--- src/rtl/gate_pkg.sv ---
// Shared definitions for the bitwise gate unit: op codes, FSM states and the gate function.
package gate_pkg;

    localparam int GATE_MAX_W = 256;

    typedef enum logic [2:0] {
        OP_AND  = 3'd0,
        OP_OR   = 3'd1,
        OP_NAND = 3'd2,
        OP_NOR  = 3'd3,
        OP_XOR  = 3'd4,
        OP_XNOR = 3'd5,
        OP_NOT  = 3'd6,
        OP_BUF  = 3'd7
    } op_e;

    typedef enum logic [1:0] {
        ST_IDLE  = 2'd0,
        ST_SWEEP = 2'd1,
        ST_DRAIN = 2'd2
    } state_e;

    // Width-agnostic: callers zero-extend to GATE_MAX_W and truncate the result to their width.
    function automatic logic [GATE_MAX_W-1:0] gate_fn(
        input op_e                   op,
        input logic [GATE_MAX_W-1:0] a,
        input logic [GATE_MAX_W-1:0] b
    );
        logic [GATE_MAX_W-1:0] y;
        case (op)
            OP_AND:  y = a & b;
            OP_OR:   y = a | b;
            OP_NAND: y = ~(a & b);
            OP_NOR:  y = ~(a | b);
            OP_XOR:  y = a ^ b;
            OP_XNOR: y = ~(a ^ b);
            OP_NOT:  y = ~a;
            default: y = a;
        endcase
        return y;
    endfunction

endpackage

--- src/rtl/gate_bitwise.sv ---
// Purely combinational WIDTH-bit gate: y = f(op, a, b).
// No latency, no flow control.
module gate_bitwise
    import gate_pkg::*;
#(
    parameter int WIDTH = 8
) (
    input  op_e              i_op,
    input  logic [WIDTH-1:0] i_a,
    input  logic [WIDTH-1:0] i_b,
    output logic [WIDTH-1:0] o_y
);

    assign o_y = WIDTH'(gate_fn(i_op, GATE_MAX_W'(i_a), GATE_MAX_W'(i_b)));

endmodule

--- src/rtl/logic_gate_unit.sv ---
// Registered WIDTH-bit bitwise gate with run-time op select and a built-in exhaustive operand sweep.
// One cycle from acceptance to out_valid; the output register holds on !out_ready and in_ready follows it.
module logic_gate_unit
    import gate_pkg::*;
#(
    parameter int WIDTH      = 8,
    parameter int SWEEP_BITS = 1
) (
    input  logic             clk,
    input  logic             rst_n,
    input  logic [2:0]       op,
    input  logic             in_valid,
    output logic             in_ready,
    input  logic [WIDTH-1:0] a,
    input  logic [WIDTH-1:0] b,
    input  logic             sweep_start,
    output logic             out_valid,
    input  logic             out_ready,
    output logic [WIDTH-1:0] out_y,
    output logic [WIDTH-1:0] out_a,
    output logic [WIDTH-1:0] out_b,
    output logic             out_last,
    output logic             busy
);

    localparam int CNT_W = 2 * SWEEP_BITS;

    state_e           r_state;
    logic [CNT_W-1:0] r_cnt;
    op_e              r_sweep_op;
    logic             r_out_en;
    logic             r_out_vld;
    logic [WIDTH-1:0] r_out_y;
    logic [WIDTH-1:0] r_out_a;
    logic [WIDTH-1:0] r_out_b;
    logic             r_out_last;

    logic             w_can_load;
    logic             w_in_sweep;
    logic             w_cnt_max;
    logic             w_norm_issue;
    logic             w_sweep_issue;
    logic             w_issue;
    op_e              w_op_sel;
    logic [WIDTH-1:0] w_a_sel;
    logic [WIDTH-1:0] w_b_sel;
    logic [WIDTH-1:0] w_y;

    assign w_can_load    = !r_out_vld || out_ready;
    assign w_in_sweep    = (r_state == ST_SWEEP);
    assign w_cnt_max     = &r_cnt;
    // r_out_en keeps in_ready low until the first clock after reset release.
    assign in_ready      = r_out_en && (r_state == ST_IDLE) && !sweep_start && w_can_load;
    assign w_norm_issue  = in_valid && in_ready;
    assign w_sweep_issue = w_in_sweep && w_can_load;
    assign w_issue       = w_norm_issue || w_sweep_issue;

    assign w_op_sel = w_in_sweep ? r_sweep_op : op_e'(op);
    assign w_a_sel  = w_in_sweep ? WIDTH'(r_cnt[CNT_W-1:SWEEP_BITS]) : a;
    assign w_b_sel  = w_in_sweep ? WIDTH'(r_cnt[SWEEP_BITS-1:0]) : b;

    gate_bitwise #(
        .WIDTH (WIDTH)
    ) u_gate (
        .i_op (w_op_sel),
        .i_a  (w_a_sel),
        .i_b  (w_b_sel),
        .o_y  (w_y)
    );

    always_ff @(posedge clk or negedge rst_n) begin
        if (!rst_n) begin
            r_state    <= ST_IDLE;
            r_cnt      <= '0;
            r_sweep_op <= OP_AND;
            r_out_en   <= 1'b0;
            r_out_vld  <= 1'b0;
            r_out_y    <= '0;
            r_out_a    <= '0;
            r_out_b    <= '0;
            r_out_last <= 1'b0;
        end else begin
            r_out_en <= 1'b1;

            if (w_issue) begin
                r_out_vld  <= 1'b1;
                r_out_y    <= w_y;
                r_out_a    <= w_a_sel;
                r_out_b    <= w_b_sel;
                r_out_last <= w_sweep_issue && w_cnt_max;
            end else if (out_ready) begin
                r_out_vld  <= 1'b0;
            end

            case (r_state)
                ST_IDLE: begin
                    if (sweep_start) begin
                        r_state    <= ST_SWEEP;
                        r_sweep_op <= op_e'(op);
                        r_cnt      <= '0;
                    end
                end
                ST_SWEEP: begin
                    // The all-ones beat ends the pass; the counter is left there rather than wrapped.
                    if (w_sweep_issue) begin
                        if (w_cnt_max) begin
                            r_state <= ST_DRAIN;
                        end else begin
                            r_cnt <= r_cnt + CNT_W'(1);
                        end
                    end
                end
                ST_DRAIN: begin
                    if (r_out_vld && out_ready && r_out_last) begin
                        r_state <= ST_IDLE;
                    end
                end
                default: r_state <= ST_IDLE;
            endcase
        end
    end

    assign out_valid = r_out_vld;
    assign out_y     = r_out_y;
    assign out_a     = r_out_a;
    assign out_b     = r_out_b;
    assign out_last  = r_out_last;
    assign busy      = (r_state != ST_IDLE);

endmodule

--- config.mk ---
export PLATFORM = sky130hd
export DESIGN_NAME = logic_gate_unit
export DESIGN_NICKNAME = d
export VERILOG_FILES = /design/src/rtl/gate_pkg.sv /design/src/rtl/gate_bitwise.sv /design/src/rtl/logic_gate_unit.sv
export SDC_FILE = /design/constraint.sdc
export NUM_CORES = 1
export LEC_CHECK = 0
export CELL_PAD_IN_SITES_DETAIL_PLACEMENT = 0
export CELL_PAD_IN_SITES_GLOBAL_PLACEMENT = 2
export CORE_ASPECT_RATIO = 0.9
export CORE_MARGIN = 2
export CORE_UTILIZATION = 30
export CTS_CLUSTER_SIZE = 28
export DETAILED_ROUTE_END_ITERATION = 12
export PLACE_DENSITY_LB_ADDON = 0.1
export SKIP_LAST_GASP = 1
export SLEW_MARGIN = 10
export SYNTH_ARGS = -nofsm -noshare
export SYNTH_HDL_FRONTEND = slang
export SYNTH_SLANG_ARGS = --single-unit
--- constraint.sdc ---
create_clock -name clk -period 2.9 [get_ports clk]
set_input_delay 0.29 -clock clk [delete_from_list [all_inputs] [get_ports clk]]
set_output_delay 0.29 -clock clk [all_outputs]
set_load 0.02 [all_outputs]
Yosys cells after proc, flatten, opt, wreduce, memory -nomap -nowiden
Index checks and enable logic that the tools add are counted.
Cells by class
  bitwise logic cells: 7
  $add $sub $neg: 1
  reduce and logical (&&, ||, !) cells: 21
  equal/unequal tests: 13
  multiplexer cells: 15
Operators with widths (count)
  one-hot mux 8 bit (7 select lines): 1
  inverter 8 bit: 4
  2-to-1 mux 8 bit: 2
  2-to-1 mux 2 bit: 7
  == test 3 bit, second input constant: 3
  AND 8 bit: 1
  logical AND 1 bit: 8
  bitwise OR 8 bit: 1
  AND reduction 4 bit: 2
  XOR 8 bit: 1
  == test 3 x 2 -> 1 bit, second input constant: 2
  inequality test 2 bit, second input constant: 3
  one-hot mux 2 bit (3 select lines): 1
  nonzero test 2 bit: 3
  inequality test 2 x 1 -> 1 bit, second input constant: 2
  one-hot mux 2 bit (2 select lines): 1
  AND reduction 2 bit: 2
  == test 3 x 1 -> 1 bit, second input constant: 1
  zero test 3 bit: 1
  2-to-1 mux 3 bit: 1
  adder 2 x 1 -> 2 bit, second input constant: 1
  == test 2 x 1 -> 1 bit, second input constant: 1
  == test 2 bit, second input constant: 1
  zero test 1 bit: 2
  3 further kinds: 5
Word-level totals
  input bits: 24
  word-level logic and storage cells: 66
  output and inout port bits: 28
  bits in registers: 34

Depth between registers and ports, before layout
Gate-level depths: netlist of run 1.
  depth in word-level cells: 7
  mapped depth: 11
  mapped depth without buffers: 8

Modules after synthesis
A second synthesis of run 1 with hierarchy kept.
Unflattened totals
  cells, all modules: 243
  area, all modules: 2332.2 sq um
Modules (own cells, without submodules)
  logic_gate_unit: cells each 143, sequential area each 850.8 sq um, instances 1, area an instance 1596.5 sq um
  gate_bitwise: cells each 100, sequential area each 0.0 sq um, instances 1, area an instance 735.7 sq um

Worst setup path after synthesis of run 1
OpenSTA, ideal clock, no wires.
  kind: reg2reg
  start point: register r_state[1]
  end point: register r_out_y[3] (netlist: out_y[3])
  arrival: 2315 ps
  required time: 2818 ps
  library setup time: 82 ps
  stages on the path, launching flop included: 12
  clock period less this slack: 2397 ps
  path buffers: 3
  slack: 503 ps
  cells stage by stage: dfrtp_1 > nand2b_4 > buf_6 > buf_4 > buf_4 > nand2_1 > ha_1 > or3b_2 > a211oi_1 > a31o_2 > nor3_1 > a31oi_1
Between the ends
  word-level cells in the longest chain between the ends: 6
Ends and longest elaborated chain
  from (decl): RTL line logic_gate_unit.sv:28  | state_e r_state;
  from (signal assigned): RTL line logic_gate_unit.sv:73  | r_state <= ST_IDLE;
  from (signal assigned): RTL line logic_gate_unit.sv:98  | r_state <= ST_SWEEP;
  from (signal assigned): RTL line logic_gate_unit.sv:107  | r_state <= ST_DRAIN;
  branches (longest 6 deep; another with one-hot mux 8 bit (7 select lines))
  to (signal assigned): RTL line logic_gate_unit.sv:87  | r_out_y <= w_y;
  to (decl): RTL line logic_gate_unit.sv:33  | logic [WIDTH-1:0] r_out_y;
Several ways; the timed one is not identified.
A chain may end at the register's enable or synchronous reset.

Worst setup path after layout of run 1
  start point: register r_state[0]
  end point: output port in_ready
Between the ends
  word-level cells in the longest chain between the ends: 4
Ends and longest elaborated chain
  zero test 2 bit: RTL line logic_gate_unit.sv:53  | assign in_ready = r_out_en && (r_state == ST_IDLE) && !sweep_start && w_can_load;
  logical AND 1 bit (3 in a row): RTL line logic_gate_unit.sv:53
  to (decl): RTL line logic_gate_unit.sv:13  | output logic in_ready,
No other way between the ends.

==> results.toml, run 1 <==
[outcome]
outcome = "completed"

[clock_network]
cts_hold_buf = 0
root_buffer = "clkbuf_8"
cts_setup_buffers = 0
cts_tree = "built"
clockBufferDepth = 2
clk_latency_ps = 290
numCtsBuffers = 5
cts_max_level = 2
clk_pin_slew_ps = 70
post_cts_resize_count = 0
clock-sinks = 34

[worst_setup_path]
cp_max_fo = 7
endpoint_kind = "output pin"
crit_type = "reg -> out"
worstSetupStartpointType = "register"
rrSetupSlack_ps = 500
required_ps = 2610
cp.arrival_ps = 2210

[floorplanning]
die_w_um = 100
row_count = 31
start_util_pct = 31.0
die_y_um = 90.7
core_um2 = 8070
die-area_um2 = 9100
num_io_pins = 52

[pwr]
p_leak_nw = 1.44
power_density_nw_per_um2 = 1170
ir_drop_uv = 434
power_mw = 3.70

[timing]
final.setup_skew_ps = 6.40
rsz0062_at_grt = "no"
setup_tns_ps = 0
fin_crit_sh_pct = 86.1
period_needed_ps = 2500
relSlewSlack_pct = 44.9
hold_viol_final = 0
setup_viol = 0
slew_violations = 0
max_clock_freq_mhz = 400
worstMarginPinSlew_ps = 827

[layout]
fill_cells = 848
area.growth.synth_to_final_pct = 26.7
finalNetCount = 387
drive_above_1_share_pct = 8.96
diodes = 0

[yosys]
avgSynthCellArea_um2 = 8.46
synth_warnings = 0
synth_compound_area_share_pct = 23.1
synthCells = 296
synth_top_family_by_area = "compound AO/OA/AOI/OAI gates"
synth_nets = 337
yosys-mux-area-fraction_pct = 6.79
synth.yosys.seq_area_share_pct = 34.0
netlist_area_um2 = 2500
synth-main-ff-cell = "dfrtp_1"
synth_xor_area_share_pct = 1.75
synthSimpleGateAreaFrac_pct = 16.6
synth_seq_cells = 34
ys_types = 52
ys_async_sr_fraction_pct = 100
synth_edf_count = 0
synth_adder_area_share_pct = 8.49

[drt]
final_antenna_net_count = 0
vias_per_cell = 5.10
wl_um = 7190
drc = 0
drt_pass1_iterations = 4
via_count = 2269
drt_iter0_drc = 109
wire_per_inst_um = 16.2

[worst_hold_path]
hp-class = "in -> async"

[placed_design]
dp_hpwl_um = 5300
io_buffers = 51
gp_congestion = 0.823

[flow_run]
cap_violations = 0

[grt]
grt_max_degree = 35
grtUsageTotal_pct = 16.0
grt_pass1_vias = 2055
grt_pass1_wl_um = 11400
overflow = 0
grt_antenna_before_repair = 0
[registers in the layout, summed over array words and instances (netlist names)]
signal / flops
out_b: 8
out_valid: 1
r_cnt: 2
r_sweep_op: 3
r_out_en: 1
out_last: 1
out_a: 8
out_y: 8
r_state: 2
[cell usage in the layout (no fill, tap or decap), types with 4 or more instances in the layout]
cell type	count
dfrtp_1	34
nand3_1	4
nor3_1	4
buf_4	11
clkbuf_8	5
a221oi_1	4
ha_1	17
a31oi_1	17
nand2_1	47
nor2_1	12
a21oi_1	12
mux2i_1	8
o21ai_0	29
nor2b_1	5
inv_1	29
clkdlybuf4s50_1	50
mux2_2	4
[critical path: stages (launching register included)]
cell and delay (ps):
dfrtp_1 470, buf_4 190, or2_2 300, nor4b_1 300, clkdlybuf4s50_1 660
[cell families after synthesis]
family	Yosys count
AOI/OAI and AO/OA	89
xor gates and xnor gates	5
adders and majority gates	17
buffers and inverters	48
DFF	34
muxes	15
other	1
and+or+nand+nor	87
[power breakdown]
part           leakage [nW]  internal [mW]  total (mW)  switching [mW]
Combinational         0.975           1.07        2.45            1.38
Sequential            0.428          0.701       0.904           0.202
Clock                0.0383          0.166       0.346           0.181
Total                  1.44           1.94        3.70            1.76
[through the flow]
| step | cell area [um^2] | instances | utilization [%] | worst slack, ps | hold slack, ps |
|---|---|---|---|---|---|
| floorplan | 2500 | 296 | - | 503 | -5.59 |
| global placement | 3100 | 438 | 38.4 | 541 | 455 |
| detailed placement | 3100 | 438 | 38.4 | 495 | 454 |
| CTS | 3170 | 445 | 39.3 | 368 | 137 |
| global route | 3170 | 445 | 39.3 | 272 | 176 |
| finish | 3170 | 445 | 39.3 | 403 | 101 |
[Yosys cell counts (5+ instances only)]
library cell	number	share of area [%]
buf_2	5	1.0
mux2i_1	8	3.2
nand2_1	47	7.0
nor2b_1	5	1.2
buf_4	5	1.5
inv_1	29	4.3
a31oi_1	17	4.2
a21oi_1	12	2.4
ha_1	17	8.5
nor2_1	12	1.8
clkbuf_1	5	0.75
dfrtp_1	34	34
o21ai_0	29	5.8
[layer usage]
layer / share of wire (%) / vias to the layer above / routed length, um / GRT usage [%]
met5: 0 / - / 0 / 0
met3: 4.0 / 5 / 286 / 3.33
met4: 0.75 / 0 / 54 / 3.77
met2: 44 / 51 / 3150 / 22.9
met1: 51 / 1064 / 3700 / 24.4
li1: - / 1149 / - / -
[area by class of cell]
| type | count | area [um^2] | area share [%] |
|---|---|---|---|
| well taps | 99 | 124 | 3.90 |
| flip-flops and latches | 34 | 851 | 26.8 |
| multi-input cells | 214 | 1430 | 44.9 |
| repair buffers | 62 | 588 | 18.5 |
| inverters | 29 | 109 | 3.43 |
| clock buffers | 7 | 76.3 | 2.41 |
[final timing paths]
kind,startpoint,endpoint,cells after the start
worst min-delay path,rst_n,out_b[0],1
max in group asynchronous,rst_n,out_y[3],1
worst max register to register,r_state[1],out_y[3],8
worst min register to register,out_b[0],out_b[0],2
worst max-delay path,r_state[0],in_ready,4
min in group clk,out_b[0],out_b[0],2
Note: power is estimated with default switching activity, not from simulation.
==> inputs of run 2 (changes only) <==
- CORE_MARGIN: 2 -> not set
==> run 2 against run 1 <==
Against the previous run: sequential share of layout area is 0.15 points lower; largest cell class unchanged; hold slack better by 320 ps; register-to-register slack worse by 70 ps; the flow now finishes with violations (design-rule violations); clock skew decreased by 1.1 ps.
==> results.toml, run 2 (same netlist as run 1, synthesis figures left out) <==
[outcome]
outcome = "finished with violations"
violations = "design-rule violations"

[pwr]
power_density_nw_per_um2 = 1160
p_leak_nw = 1.45
ir_drop_uv = 462
power_mw = 3.70

[timing]
fin_crit_sh_pct = 85.3
max_clock_freq_mhz = 404
setup_ws_ps = 426
final.setup_skew_ps = 5.32
setup_tns_ps = 0
slew_violations = 0
worstMarginPinSlew_ps = 522
rsz0062_at_grt = "no"
hold_viol_final = 0
setup_viol = 0
relSlewSlack_pct = 64.2
period_needed_ps = 2470
whs_ps = 420

[clock_network]
cts_setup_buffers = 0
cts_max_level = 2
clk_pin_slew_ps = 70
numCtsBuffers = 5
post_cts_resize_count = 0
cts_hold_buf = 0
clockBufferDepth = 2
clock-sinks = 34
cts_tree = "built"
clk_latency_ps = 290
root_buffer = "clkbuf_8"

[floorplanning]
die_w_um = 98.3
die_y_um = 88.7
core_um2 = 8070
row_count = 31
start_util_pct = 31.0
num_io_pins = 52
die-area_um2 = 8720

[grt]
overflow = 0
grt_antenna_before_repair = 0
grt_pass1_vias = 2159
grt_max_degree = 49
grtUsageTotal_pct = 17.3
grt_pass1_wl_um = 11600

[worst_setup_path]
cp.arrival_ps = 2180
cp_max_fo = 8
endpoint_kind = "output pin"
rrSetupSlack_ps = 430
worstSetupStartpointType = "register"
crit_type = "reg -> out"
required_ps = 2610

[drt]
wl_um = 7100
drt_pass1_iterations = 9
final_antenna_net_count = 0
wire_per_inst_um = 15.9
via_count = 2297
drt_iter0_drc = 103
drc = 2
vias_per_cell = 5.16

[placed_design]
io_buffers = 51
dp_slack_ps = 467
dp_hpwl_um = 5060
gp_congestion = 0.811

[layout]
multiInputGateArea_um2 = 1430
final_cell_mix = "clkdlybuf4s50_1, nand2_1, dfrtp_1, inv_1, o21ai_0"
area.growth.synth_to_final_pct = 27.4
fill_cells = 845
diodes = 0
final_common_cell = "clkdlybuf4s50_1"
finalNetCount = 387
drive_above_1_share_pct = 8.67
regArea_um2 = 851

[flow_run]
cap_violations = 0

[worst_hold_path]
hp-class = "in -> async"
[run 2: changes by cell type in the layout (fill, tap and decap cells not counted)]
| cell | previous run | this run |
|---|---|---|
| buf_2 | 1 | 0 |
| buf_4 | 11 | 10 |
| clkdlybuf4s50_1 | 50 | 51 |
| buf_12 | 0 | 1 |
[run 2: power breakdown]
| part | internal, mW | switching [mW] | total [mW] | leakage [nW] |
|---|---|---|---|---|
| clock | 0.166 | 0.184 | 0.350 | 0.0383 |
| combinational | 1.08 | 1.36 | 2.44 | 0.980 |
| sequential | 0.701 | 0.204 | 0.905 | 0.428 |
| total | 1.95 | 1.75 | 3.70 | 1.45 |
[run 2: routing by layer]
layer / routed length, um / global-route usage [%] / vias to the layer above / part of all wire [%]
li1: - / - / 1154 / -
met1: 3630 / 24.1 / 1079 / 51
met2: 3110 / 27.0 / 60 / 44
met3: 303 / 3.71 / 4 / 4.3
met4: 53 / 5.02 / 0 / 0.75
met5: 0 / 0 / - / 0
[run 2: layout make-up]
class                           count  share of cell area, %
Timing Repair Buffer               62                   19.0
Inverter                           29                   3.41
Tap cell                           99                   3.88
Sequential cell                    34                   26.7
Multi-Input combinational cell    214                   44.7
Clock buffer                        7                   2.39
[run 2: critical path: stages, from the launching register on]
cell and delay, ps:
dfrtp_1 450, buf_4 190, or2_2 320, nor4b_1 270, clkdlybuf4s50_1 650
[run 2: per-stage QoR]
stage / utilization [%] / instance area [um^2] / cells
2_1_floorplan: - / 2500 / 296
3_3_place_gp: 38.6 / 3110 / 438
3_5_place_dp: 38.6 / 3110 / 438
4_1_cts: 39.5 / 3190 / 445
5_1_grt: 39.5 / 3190 / 445
6_report: 39.5 / 3190 / 445
[run 2: path summary, 6_finish.rpt]
check,cells after the start,endpoint,startpoint
max in group asynchronous,2,out_a[1],rst_n
max,4,in_ready,r_state[1]
min,2,out_b[0],rst_n
min reg2reg,2,out_a[5],out_a[5]
max reg2reg,8,out_y[3],r_state[1]
min in group clk,2,out_a[5],out_a[5]
==> inputs of run 3 (changes only) <==
- CORE_UTILIZATION: 30 -> 27
- clock period: 2.9 -> 2.2 ns (I/O delays scaled with it)
==> run 3 against run 2 <==
Against the previous run: the flow now finishes without violations; critical path depth grew 4; sequential share of layout area is 1.4 points lower; hold slack got worse by 390 ps; die area grew 11%; utilization decreased by 1.0 points; register-to-register slack got worse by 300 ps; total power increased by 40%; global-route usage decreased by 1.0 points; flip-flop and latch count did not move; highest routed layer unchanged.
==> results.toml, run 3 (same netlist as run 1, synthesis figures left out) <==
[outcome]
outcome = "completed"

[flow_run]
cap_violations = 0

[worst_setup_path]
crit_slowest_cell = "dfrtp_1"
worstPathCellList = "nand2b_4 -> nand2_4 -> ha_4 -> or3b_4 -> a211oi_2 -> a31o_2 -> nor3_1 -> a31oi_1"
rr_startpoint = "r_state[1]"
required_ps = 2400
cp.arrival_ps = 2270
worstSetupStartpointType = "register"
r2r_end = "out_y[3]"
endpoint_kind = "register"
critical_path.max_stage_delay_ps = 420
rrSetupSlack_ps = 130
crit_type = "reg -> reg"
cp_max_fo = 15
reg2regPathDepth = 8

[grt]
overflow = 0
grt_pass1_wl_um = 12400
grt_max_degree = 41
grtUsageTotal_pct = 16.3
grt_pass1_vias = 2294
grt_antenna_before_repair = 0

[clock_network]
cts_tree = "built"
numCtsBuffers = 5
clockBufferDepth = 2
cts_max_level = 2
clk_pin_slew_ps = 80
clock-sinks = 34
cts_setup_buffers = 0
root_buffer = "clkbuf_8"
clk_latency_ps = 280
cts_hold_buf = 0

[floorplanning]
die-area_um2 = 9670
die_y_um = 93.4
num_io_pins = 52
row_count = 32
core_um2 = 8770
die_w_um = 104
start_util_pct = 28.6

[timing]
final.setup_skew_ps = 3.12
setup_viol = 0
relSlewSlack_pct = 44.9
period_needed_ps = 2070
max_clock_freq_mhz = 483
fin_crit_sh_pct = 94.1
slew_violations = 0
worstMarginPinSlew_ps = 826
hold_viol_final = 0

[pwr]
p_leak_nw = 1.55
power_density_nw_per_um2 = 1530
ir_drop_uv = 513
power_mw = 5.17

[layout]
fill_cells = 910
area.growth.synth_to_final_pct = 34.8
stdcell_count = 480
final_cell_mix = "clkdlybuf4s50_1, nand2_1, dfrtp_1, inv_1, o21ai_0"
drive_above_1_share_pct = 15.0
regArea_um2 = 852
final_common_cell = "clkdlybuf4s50_1"
multiInputGateArea_um2 = 1470
post-route-util_pct = 38.5
finalNetCount = 401
diodes = 0

[placed_design]
gp_congestion = 0.794
dp_hpwl_um = 5600
dp_cells = 472
io_buffers = 51

[drt]
drc = 0
wire_per_inst_um = 15.9
drt_iter0_drc = 108
via_count = 2343
final_antenna_net_count = 0
vias_per_cell = 4.88
wl_um = 7650
drt_pass1_iterations = 4

[worst_hold_path]
hp-class = "in -> async"
==> run 3: changes by cell type in the layout (fill, tap and decap cells not counted), sizes merged <==
cell,previous run,this run
buf,11,26
clkdlybuf4s50,51,49
clkinv,0,1
dlygate4sd2,0,1
==> run 3: where the power goes <==
group | internal, mW | switching, mW
Sequential | 0.925 | 0.261
Combinational | 1.58 | 1.89
Clock | 0.253 | 0.255
==> run 3: final cells by class <==
cell class / instances / share of cell area, %
Clock buffer: 7 / 2.56
Clock inverter: 1 / 0.148
Inverter: 29 / 3.22
Multi-Input combinational cell: 214 / 43.4
Sequential cell: 34 / 25.2
Tap cell: 119 / 4.41
Timing Repair Buffer: 76 / 21.0
==> run 3: repair_timing <==
action,CTS,global route
endpoints found under the hold margin,0,0
resized for setup,1,4
pin swaps,0,0
gates cloned,0,0
endpoints found under the setup margin,1,6
==> run 3: worst max path at each step <==
stage	slack [ps]	to	cells after the start	startpoint
after floorplan	20	out_y[3]	11	r_state[1]
after global placement	110	out_y[3]	8	a[3]
after detailed placement	70	out_y[3]	8	a[3]
after CTS	80	out_y[4]	6	r_state[0]
after global routing	-20	out_y[6]	8	r_state[1]
final	130	out_y[3]	8	r_state[1]
==> run 3: critical path: cells and delay by family (launching register included) <==
family | cells | cell delay (ps)
adder cells (fa/ha/maj) | 1 | 210
AO/OA/AOI/OAI | 3 | 510
AND/OR/NAND/NOR | 4 | 840
flip-flops | 1 | 420
==> run 3: layer usage <==
layer  up-vias  part of all wire [%]  GRT usage (%)
met2        41                    44           25.5
met1      1125                    53           23.4
met3         2                   3.1           2.65
met5         -                     0              0
met4         0                  0.50           3.26
li1       1175                     -              -
==> run 3: per-stage QoR <==
stage | hold WS (ps) | area, um^2 | worst slack (ps) | TNS [ps]
final | 30.1 | 3380 | 130 | 0
after global routing | 110 | 3380 | -22.6 | -22.6
after CTS | 61.5 | 3360 | 81.0 | 0
after detailed placement | 372 | 3270 | 74.9 | 0
after global placement | 381 | 3270 | 108 | 0
after floorplan | -75.6 | 2550 | 19.9 | 0
